`src/rtl/delay_calibrator.sv`:
```
`default_nettype none
// ============================================================================
// Module   : delay_calibrator
// Purpose  : Sweeps a 4-bit delay-line code from 0 upward. For each code it
//            waits for the line to settle, samples the feedback, and reduces
//            the samples to one bit. The bit at code 0 is the reference. The
//            first code whose bit differs from the reference is the
//            calibrated code. If all 16 codes give the reference bit, the
//            calibration fails.
// Config   : DLYCAL_FILTER_EN -- when defined, each code is sampled for
//            SAMPLES cycles and reduced by a strict majority vote. When
//            undefined, a single feedback sample is taken per code.
// Ports    : clk      - clock, rising edge
//            rst_n    - asynchronous active-low reset
//            start    - calibration request, sampled only while idle
//            dly_fb   - delay-line feedback, already synchronous to clk
//            delay    - code driven to the delay line
//            busy     - high whenever the block is not idle
//            done     - one-cycle pulse when a calibration finishes
//            locked   - last calibration found a transition
//            cal_code - code found by the last calibration (0 on failure)
//            err      - last calibration swept all codes without a transition
// Revision : 1.0 - initial release
// ============================================================================
module delay_calibrator #(
    parameter int SETTLE_CYCLES = 4,   // wait cycles after each code change (1..255)
    parameter int SAMPLES       = 8    // samples per code, power of two (2..128)
) (
    input  logic       clk,
    input  logic       rst_n,
    input  logic       start,
    input  logic       dly_fb,
    output logic [3:0] delay,
    output logic       busy,
    output logic       done,
    output logic       locked,
    output logic [3:0] cal_code,
    output logic       err
);

    // One shared phase timer serves both the settle wait and the sample
    // window. It is sized for the longer of the two phases.
    localparam int C_TMR_MAX = (SETTLE_CYCLES > SAMPLES) ? SETTLE_CYCLES : SAMPLES;
    localparam int C_TMR_W   = $clog2(C_TMR_MAX);

    localparam logic [C_TMR_W-1:0] C_SETTLE_LAST = C_TMR_W'(SETTLE_CYCLES - 1);
    localparam logic [3:0]         C_LAST_CODE   = 4'd15;

`ifdef DLYCAL_FILTER_EN
    // The ones counter must be able to hold the value SAMPLES itself.
    localparam int                  C_ONES_W      = $clog2(SAMPLES) + 1;
    localparam logic [C_TMR_W-1:0]  C_SAMPLE_LAST = C_TMR_W'(SAMPLES - 1);
    localparam logic [C_ONES_W-1:0] C_HALF        = C_ONES_W'(SAMPLES / 2);
`endif

    typedef enum logic [2:0] {
        S_IDLE   = 3'd0,
        S_SETTLE = 3'd1,
        S_SAMPLE = 3'd2,
        S_EVAL   = 3'd3,
        S_DONE   = 3'd4
    } state_t;

    state_t              r_state;
    state_t              w_state_nxt;

    logic [3:0]          r_code;       // code under test
    logic [C_TMR_W-1:0]  r_timer;      // cycle index within SETTLE / SAMPLE
    logic                r_ref;        // reduced feedback bit at code 0
    logic                r_locked;
    logic                r_err;
    logic [3:0]          r_cal_code;
    logic                r_done;

`ifdef DLYCAL_FILTER_EN
    logic [C_ONES_W-1:0] r_ones;       // feedback ones seen in the sample window
`else
    logic                r_fb_bit;     // single captured feedback sample
`endif

    logic                w_settle_last;
    logic                w_sample_last;
    logic                w_bit;        // reduced feedback bit for r_code
    logic                w_code_zero;
    logic                w_hit;        // transition found at r_code

    // ------------------------------------------------------------------
    // Phase decode shared by the next-state logic and the datapath.
    // ------------------------------------------------------------------
    always_comb begin
        w_settle_last = (r_timer == C_SETTLE_LAST);
`ifdef DLYCAL_FILTER_EN
        w_sample_last = (r_timer == C_SAMPLE_LAST);
        // Strict majority: an exact half counts as 0.
        w_bit         = (r_ones > C_HALF);
`else
        w_sample_last = 1'b1;
        w_bit         = r_fb_bit;
`endif
        w_code_zero   = (r_code == 4'd0);
        w_hit         = !w_code_zero && (w_bit != r_ref);
    end

    // ------------------------------------------------------------------
    // State register.
    // ------------------------------------------------------------------
    always_ff @(posedge clk or negedge rst_n) begin
        if (!rst_n) begin
            r_state <= S_IDLE;
        end else begin
            r_state <= w_state_nxt;
        end
    end

    // ------------------------------------------------------------------
    // Next-state logic.
    // ------------------------------------------------------------------
    always_comb begin
        w_state_nxt = r_state;
        case (r_state)
            S_IDLE: begin
                if (start) begin
                    w_state_nxt = S_SETTLE;
                end
            end
            S_SETTLE: begin
                if (w_settle_last) begin
                    w_state_nxt = S_SAMPLE;
                end
            end
            S_SAMPLE: begin
                if (w_sample_last) begin
                    w_state_nxt = S_EVAL;
                end
            end
            S_EVAL: begin
                if (w_code_zero) begin
                    w_state_nxt = S_SETTLE;
                end else if (w_hit || (r_code == C_LAST_CODE)) begin
                    w_state_nxt = S_DONE;
                end else begin
                    w_state_nxt = S_SETTLE;
                end
            end
            S_DONE: begin
                w_state_nxt = S_IDLE;
            end
            default: begin
                w_state_nxt = S_IDLE;
            end
        endcase
    end

    // ------------------------------------------------------------------
    // Datapath: code sweep, phase timer, sampling, and result registers.
    // ------------------------------------------------------------------
    always_ff @(posedge clk or negedge rst_n) begin
        if (!rst_n) begin
            r_code     <= 4'd0;
            r_timer    <= '0;
            r_ref      <= 1'b0;
            r_locked   <= 1'b0;
            r_err      <= 1'b0;
            r_cal_code <= 4'd0;
            r_done     <= 1'b0;
`ifdef DLYCAL_FILTER_EN
            r_ones     <= '0;
`else
            r_fb_bit   <= 1'b0;
`endif
        end else begin
            // done is registered from the DONE state. The pulse therefore
            // appears in the cycle after DONE, when the block is idle again.
            r_done <= (r_state == S_DONE);

            case (r_state)
                S_IDLE: begin
                    if (start) begin
                        r_locked <= 1'b0;
                        r_err    <= 1'b0;
                        r_code   <= 4'd0;
                        r_timer  <= '0;
                    end
                end
                S_SETTLE: begin
                    if (w_settle_last) begin
                        r_timer <= '0;
`ifdef DLYCAL_FILTER_EN
                        r_ones  <= '0;
`endif
                    end else begin
                        r_timer <= r_timer + 1'b1;
                    end
                end
                S_SAMPLE: begin
`ifdef DLYCAL_FILTER_EN
                    r_ones <= r_ones + C_ONES_W'(dly_fb);
                    if (w_sample_last) begin
                        r_timer <= '0;
                    end else begin
                        r_timer <= r_timer + 1'b1;
                    end
`else
                    r_fb_bit <= dly_fb;
`endif
                end
                S_EVAL: begin
                    if (w_code_zero) begin
                        r_ref  <= w_bit;
                        r_code <= 4'd1;
                    end else if (w_hit) begin
                        r_cal_code <= r_code;
                        r_locked   <= 1'b1;
                    end else if (r_code == C_LAST_CODE) begin
                        // Sweep exhausted. The code stays at 15 and does not wrap.
                        r_cal_code <= 4'd0;
                        r_err      <= 1'b1;
                    end else begin
                        r_code <= r_code + 4'd1;
                    end
                end
                default: begin
                end
            endcase
        end
    end

    // ------------------------------------------------------------------
    // Outputs. While idle, the line is held at the calibrated code, or at
    // code 0 when no lock exists.
    // ------------------------------------------------------------------
    always_comb begin
        busy     = (r_state != S_IDLE);
        done     = r_done;
        locked   = r_locked;
        err      = r_err;
        cal_code = r_cal_code;
        if (r_state != S_IDLE) begin
            delay = r_code;
        end else if (r_locked) begin
            delay = r_cal_code;
        end else begin
            delay = 4'd0;
        end
    end

endmodule
`default_nettype wire
```
`config.mk`:
```
export PLATFORM = sky130hd
export DESIGN_NAME = delay_calibrator
export DESIGN_NICKNAME = d
export VERILOG_FILES = /design/src/rtl/delay_calibrator.sv
export SDC_FILE = /design/constraint.sdc
export NUM_CORES = 1
export LEC_CHECK = 0
export BUFFER_PORTS_ARGS = -buffer_cell sky130_fd_sc_hd__buf_2
export CAP_MARGIN = 25
export CORE_MARGIN = 1
export CORE_UTILIZATION = 35
export CTS_BUF_LIST = sky130_fd_sc_hd__clkbuf_2 sky130_fd_sc_hd__clkbuf_4 sky130_fd_sc_hd__clkbuf_8
export DETAILED_ROUTE_END_ITERATION = 12
export SETUP_SLACK_MARGIN = 0.2
export SYNTH_ARGS = -nofsm -noshare
export SYNTH_HDL_FRONTEND = slang
export SYNTH_SLANG_ARGS = --single-unit
```
`constraint.sdc`:
```
create_clock -name clk -period 1.5 [get_ports clk]
set_input_delay 0.075 -clock clk [delete_from_list [all_inputs] [get_ports clk]]
set_output_delay 0.075 -clock clk [all_outputs]
set_load 0.01 [all_outputs]
```
## Yosys cells after proc, flatten, opt, wreduce, memory -nomap -nowiden

Index checks and enable logic that the tools add are counted.

- Register bits: 19
- Input port bits: 4
- Output and inout port bits: 12
- Word-level logic and storage cells: 68

- Add/sub/neg operators: 2
- Equality and inequality tests: 15
- Multiplexer cells: 25
- Bitwise operators: 1
- Reductions and logical operators: 16

Operators with widths:

| kind | number |
|---|---|
| 2-to-1 mux 4 bit | 8 |
| 2-to-1 mux 3 bit | 6 |
| inequality test 2 bit (second input constant) | 6 |
| one-hot mux 3 bit (4 select lines) | 1 |
| == test 3 x 2 -> 1 bit (second input constant) | 3 |
| one-hot mux 4 bit (2 select lines) | 1 |
| AND reduction 4 bit | 2 |
| 2-to-1 mux 1 bit | 6 |
| inequality test 3 bit (second input constant) | 2 |
| one-hot mux 3 bit (2 select lines) | 1 |
| AND reduction 2 bit | 3 |
| nonzero test 2 bit | 3 |
| AND reduction 5 bit | 1 |
| adder 4 x 1 -> 4 bit (second input constant) | 1 |
| == test 4 bit (second input constant) | 1 |
| logical NOT 4 bit | 1 |
| one-hot mux 1 bit (2 select lines) | 2 |
| adder 3 x 1 -> 3 bit (second input constant) | 1 |
| == test 3 x 1 -> 1 bit (second input constant) | 1 |
| == test 3 bit (second input constant) | 1 |
| logical NOT 3 bit | 1 |
| AND reduction 3 bit | 1 |
| nonzero test 3 bit | 1 |
| logical AND 1 bit | 1 |
| 4 further kinds | 4 |

## Logic depth before layout (Yosys ltp)

- Depth in word-level cells: 7
- Depth in mapped cells: 6
- Gate-level depth less buffers: 6

## Least setup slack after synthesis

OpenSTA, ideal clock, no wires.

- Path kind: reg2reg
- From: register r_code[0]
- To: register r_code[3]
- Setup time: 80 ps
- Arrival: 1413 ps
- Required time: 1420 ps
- Path slack: 7 ps
- Stages on the path, launching flop included: 7
- Buffers on the path: 0
- Clock period less this slack: 1493 ps
- Path through: dfrtp_1 inv_1 ha_1 nor3b_2 nor3_4 or2_4 o211ai_2

- Longest elaborated chain between the ends: 5
- Elaborated cells on any way between the ends: 12
- Classes of those cells: add/sub: 1; eq/ne: 3; mux: 4; reduce/logical: 4

RTL lines:

| item | line | RTL |
|---|---|---|
| start: declaration | 67 | `logic [3:0] r_code;` |
| start signal: assignment | 219 | `r_code <= r_code + 4'd1;` |
| adder 4 x 1 -> 4 bit or logical NOT 4 bit (tied branches) | 219, 100 |  |
| 2-to-1 mux 4 bit or logical NOT 1 bit (tied branches) | 214, 101 |  |
| 2-to-1 mux 4 bit or logical AND 1 bit (tied branches) | 211, 101 |  |
| 2-to-1 mux 4 bit or inequality test 3 bit (tied branches) | - |  |
| one-hot mux 4 bit (2 select lines) or AND reduction 4 bit (tied branches) | - |  |

Parallel ways exist; a longest one is shown, timed or not. The select of a mux whose other input is x is not followed.
A chain may end at the register's enable or synchronous reset.

## Final worst setup path

- From: register r_state[2]
- To: output port delay[3]

- Longest elaborated chain between the ends: 2

RTL lines:

| item | line | RTL |
|---|---|---|
| start: declaration | 64 | `state_t r_state;` |
| start signal: assignment | 111 | `r_state <= w_state_nxt;` |
| nonzero test 3 bit | 238 | `if (r_state != S_IDLE) begin` |
| 2-to-1 mux 4 bit | 238 |  |
| end: declaration | 33 | `output logic [3:0] delay,` |

No other way between the ends.

==> results.toml <==
[status]
outcome = "complete, but fails checks"
violations = "setup timing"

[timing]
setup-violations-final = 4
finalSetupTns_ps = -17.3
hold_viol = 0
clock.fmax_mhz = 663
maxSlewViolCount = 0
slew-limit-headroom = 0.707
clock_skew_ps = 1.82
layout_setup_ws_ps = -8.91
period_share = 1.01
worstMarginPinSlew_ps = 439
rsz0062_at_grt = "yes"
fin_crit_ps = 1510

[cells_and_area]
layout.cells.non_filler = 176
fill_cells = 244
final_nets = 153
area_growth_syn_to_layout_pct = 48.4
diodes = 0
final_area_um2 = 1520
drive_gt1_frac = 0.572

[min_path]
hold_class = "in2reg"

[place]
dp.cells = 150
dp_hpwl_um = 1550
place_congestion = 0.799
io_buffer_count = 15
placed_area_um2 = 1210
dp_slack_ps = 6.81

[synth]
synth_area_per_cell_um2 = 10.5
yosysTopAreaCell = "dfrtp_1"
ys_seq_area_frac = 0.463
synth_cell_types = 35
ys_seq_elements = 19
synth_area_leaders = "dfrtp_1, o21ai_0, ha_1, a22o_1, nand3_1"
yosysMostFrequentCell = "dfrtp_1"
yosysWarnings = 0
synth-edff-count = 0
syn_inst = 98
netlist_area_um2 = 1030
synth_ff_type = "dfrtp_1"
syn-num-nets = 105
netlist_top_cells_count = "dfrtp_1, o21ai_0, nand3_1, nor2_1, nand2_1"
synth.top_cell.area_share = 0.463
async_reset_ff_frac = 1.00

[clock_tree]
cts_buffers = 3
cts_buffer_depth = 2
root_buffer = "clkbuf_4"
clock_sinks = 19
clk_latency_ps = 300
clk_pin_slew_worst_paths_ps = 110
cts_htree_levels = 1
cts_tree = "built"

[critical_path]
critPathKind = "reg2out"
cp_max_fo = 5
cp.arrival_ps = 1430
cp-end-kind = "primary output"
start_kind = "register"
required_ps = 1420

[global_route]
grt_pass1_wl_um = 3940
gr-usage-met2 = 0.259
overflow = 0
grt_start_max_net_pins = 20
globalRouteTotalUtil = 0.160
antenna_found_initial = 0
grt_util_met1 = 0.218
busiest_layer = "met2"
grt_pass1_vias = 846
grt_use_met3 = 0.0209

[die]
die_w_um = 56.2
io_pins = 16
core_um2 = 2760
initial_core_util = 0.373
fp-row-count = 19
chipHeight_um = 56.2
die_area_um2 = 3160

[pwr]
pwr_density_cell_nw_per_um2 = 1630
power_mw = 2.49
leakage_nw = 0.737
irDropWorstVdd_v = 0.00108

[detailed_routing]
ant_nets = 0
post_drt_wl_per_cell_um = 14.8
wirelength_um = 2600
vias = 910
firstDrtPassIters = 3
drtIter0Drc = 12
vias_per_cell = 5.17
drc = 0

[flow_run]
maxCapViolCount = 0
## cells in the final DEF, fill, tap and decap left out, types with 4 or more instances in the layout
cell type,Yosys,layout
dfrtp_1,19,15
a21oi_1,5,5
o21ai_1,4,5
buf_6,0,6
nand2_1,6,5
o21ai_0,8,4
a22o_1,4,4
nor2_1,7,5
dfrtp_2,0,4
buf_2,3,16
buf_4,1,23
clkbuf_4,0,4
nand3_1,7,5
## per-layer routing
layer | up-vias | share of wire
met5 | - | 0
met4 | 0 | 0.013
met3 | 4 | 0.013
met2 | 8 | 0.53
met1 | 446 | 0.44
li1 | 452 | -
## logic make-up (layout without fill, tap and decap cells)
group | count (synthesis) | in the layout | share of synthesized area
simple gates | 33 | 33 | 0.203
flops | 19 | 19 | 0.463
compound gates | 30 | 30 | 0.208
xor+xnor | 1 | 1 | 0.0158
mux | 3 | 3 | 0.0329
fa+ha+maj | 3 | 3 | 0.0365
buf+inv | 9 | 56 | 0.0402
## registers in the layout (all words and copies together) (netlist names)
signal / count
cal_code: 4
r_code: 4
r_state: 3
r_timer: 3
done: 1
err: 1
locked: 1
r_fb_bit: 1
r_ref: 1
## area by class of cell
cell class                      count  area [um2]  area share
Tap cell                           31        38.8      0.0255
Timing Repair Buffer               47         340       0.223
Inverter                            5        18.8      0.0123
Multi-Input combinational cell     70         616       0.404
Clock buffer                        4        30.0      0.0197
Sequential cell                    19         480       0.315
## per-stage QoR
step,utilization,hold WS [ps]
floorplan,-,-221
global placement,0.440,43.5
detailed placement,0.440,50.5
CTS,0.507,42.6
global route,0.553,79.8
finish,0.553,59.9
## final timing paths
kind / slack (ps) / depth (start not counted) / end / startpoint
max in group asynchronous: 940 / 2 / r_state[0] / rst_n
hold reg to reg: 510 / 1 / r_timer[1] / r_timer[1]
hold / removal: 60 / 2 / err / start
setup reg to reg: 0 / 6 / r_code[3] / r_state[2]
min in group asynchronous: 230 / 2 / cal_code[0] / rst_n
setup / recovery: -9 / 5 / delay[3] / r_state[2]
## power breakdown
| part | internal, mW | switching [mW] |
|---|---|---|
| registers | 0.651 | 0.151 |
| logic | 0.734 | 0.663 |
| clock network | 0.122 | 0.167 |
| total | 1.51 | 0.981 |
## what timing repair did
| item | 4_1_cts | 5_1_grt |
|---|---|---|
| hold endpoints to repair | 20 | 0 |
| hold buffers | 2 | 0 |
| cloned | 0 | 1 |
| buffers inserted | 10 | 9 |
| setup endpoints to repair | 19 | 20 |
| resized for setup | 19 | 16 |
| pin swaps | 8 | 6 |
## critical path, cell delays in order, from the launching register on
cell and delay, ps:
dfrtp_2 470, nor3_4 220, buf_6 150, nand3_1 70, o21ai_1 80, buf_2 140
No activity file was read; power rests on OpenSTA's default activity.
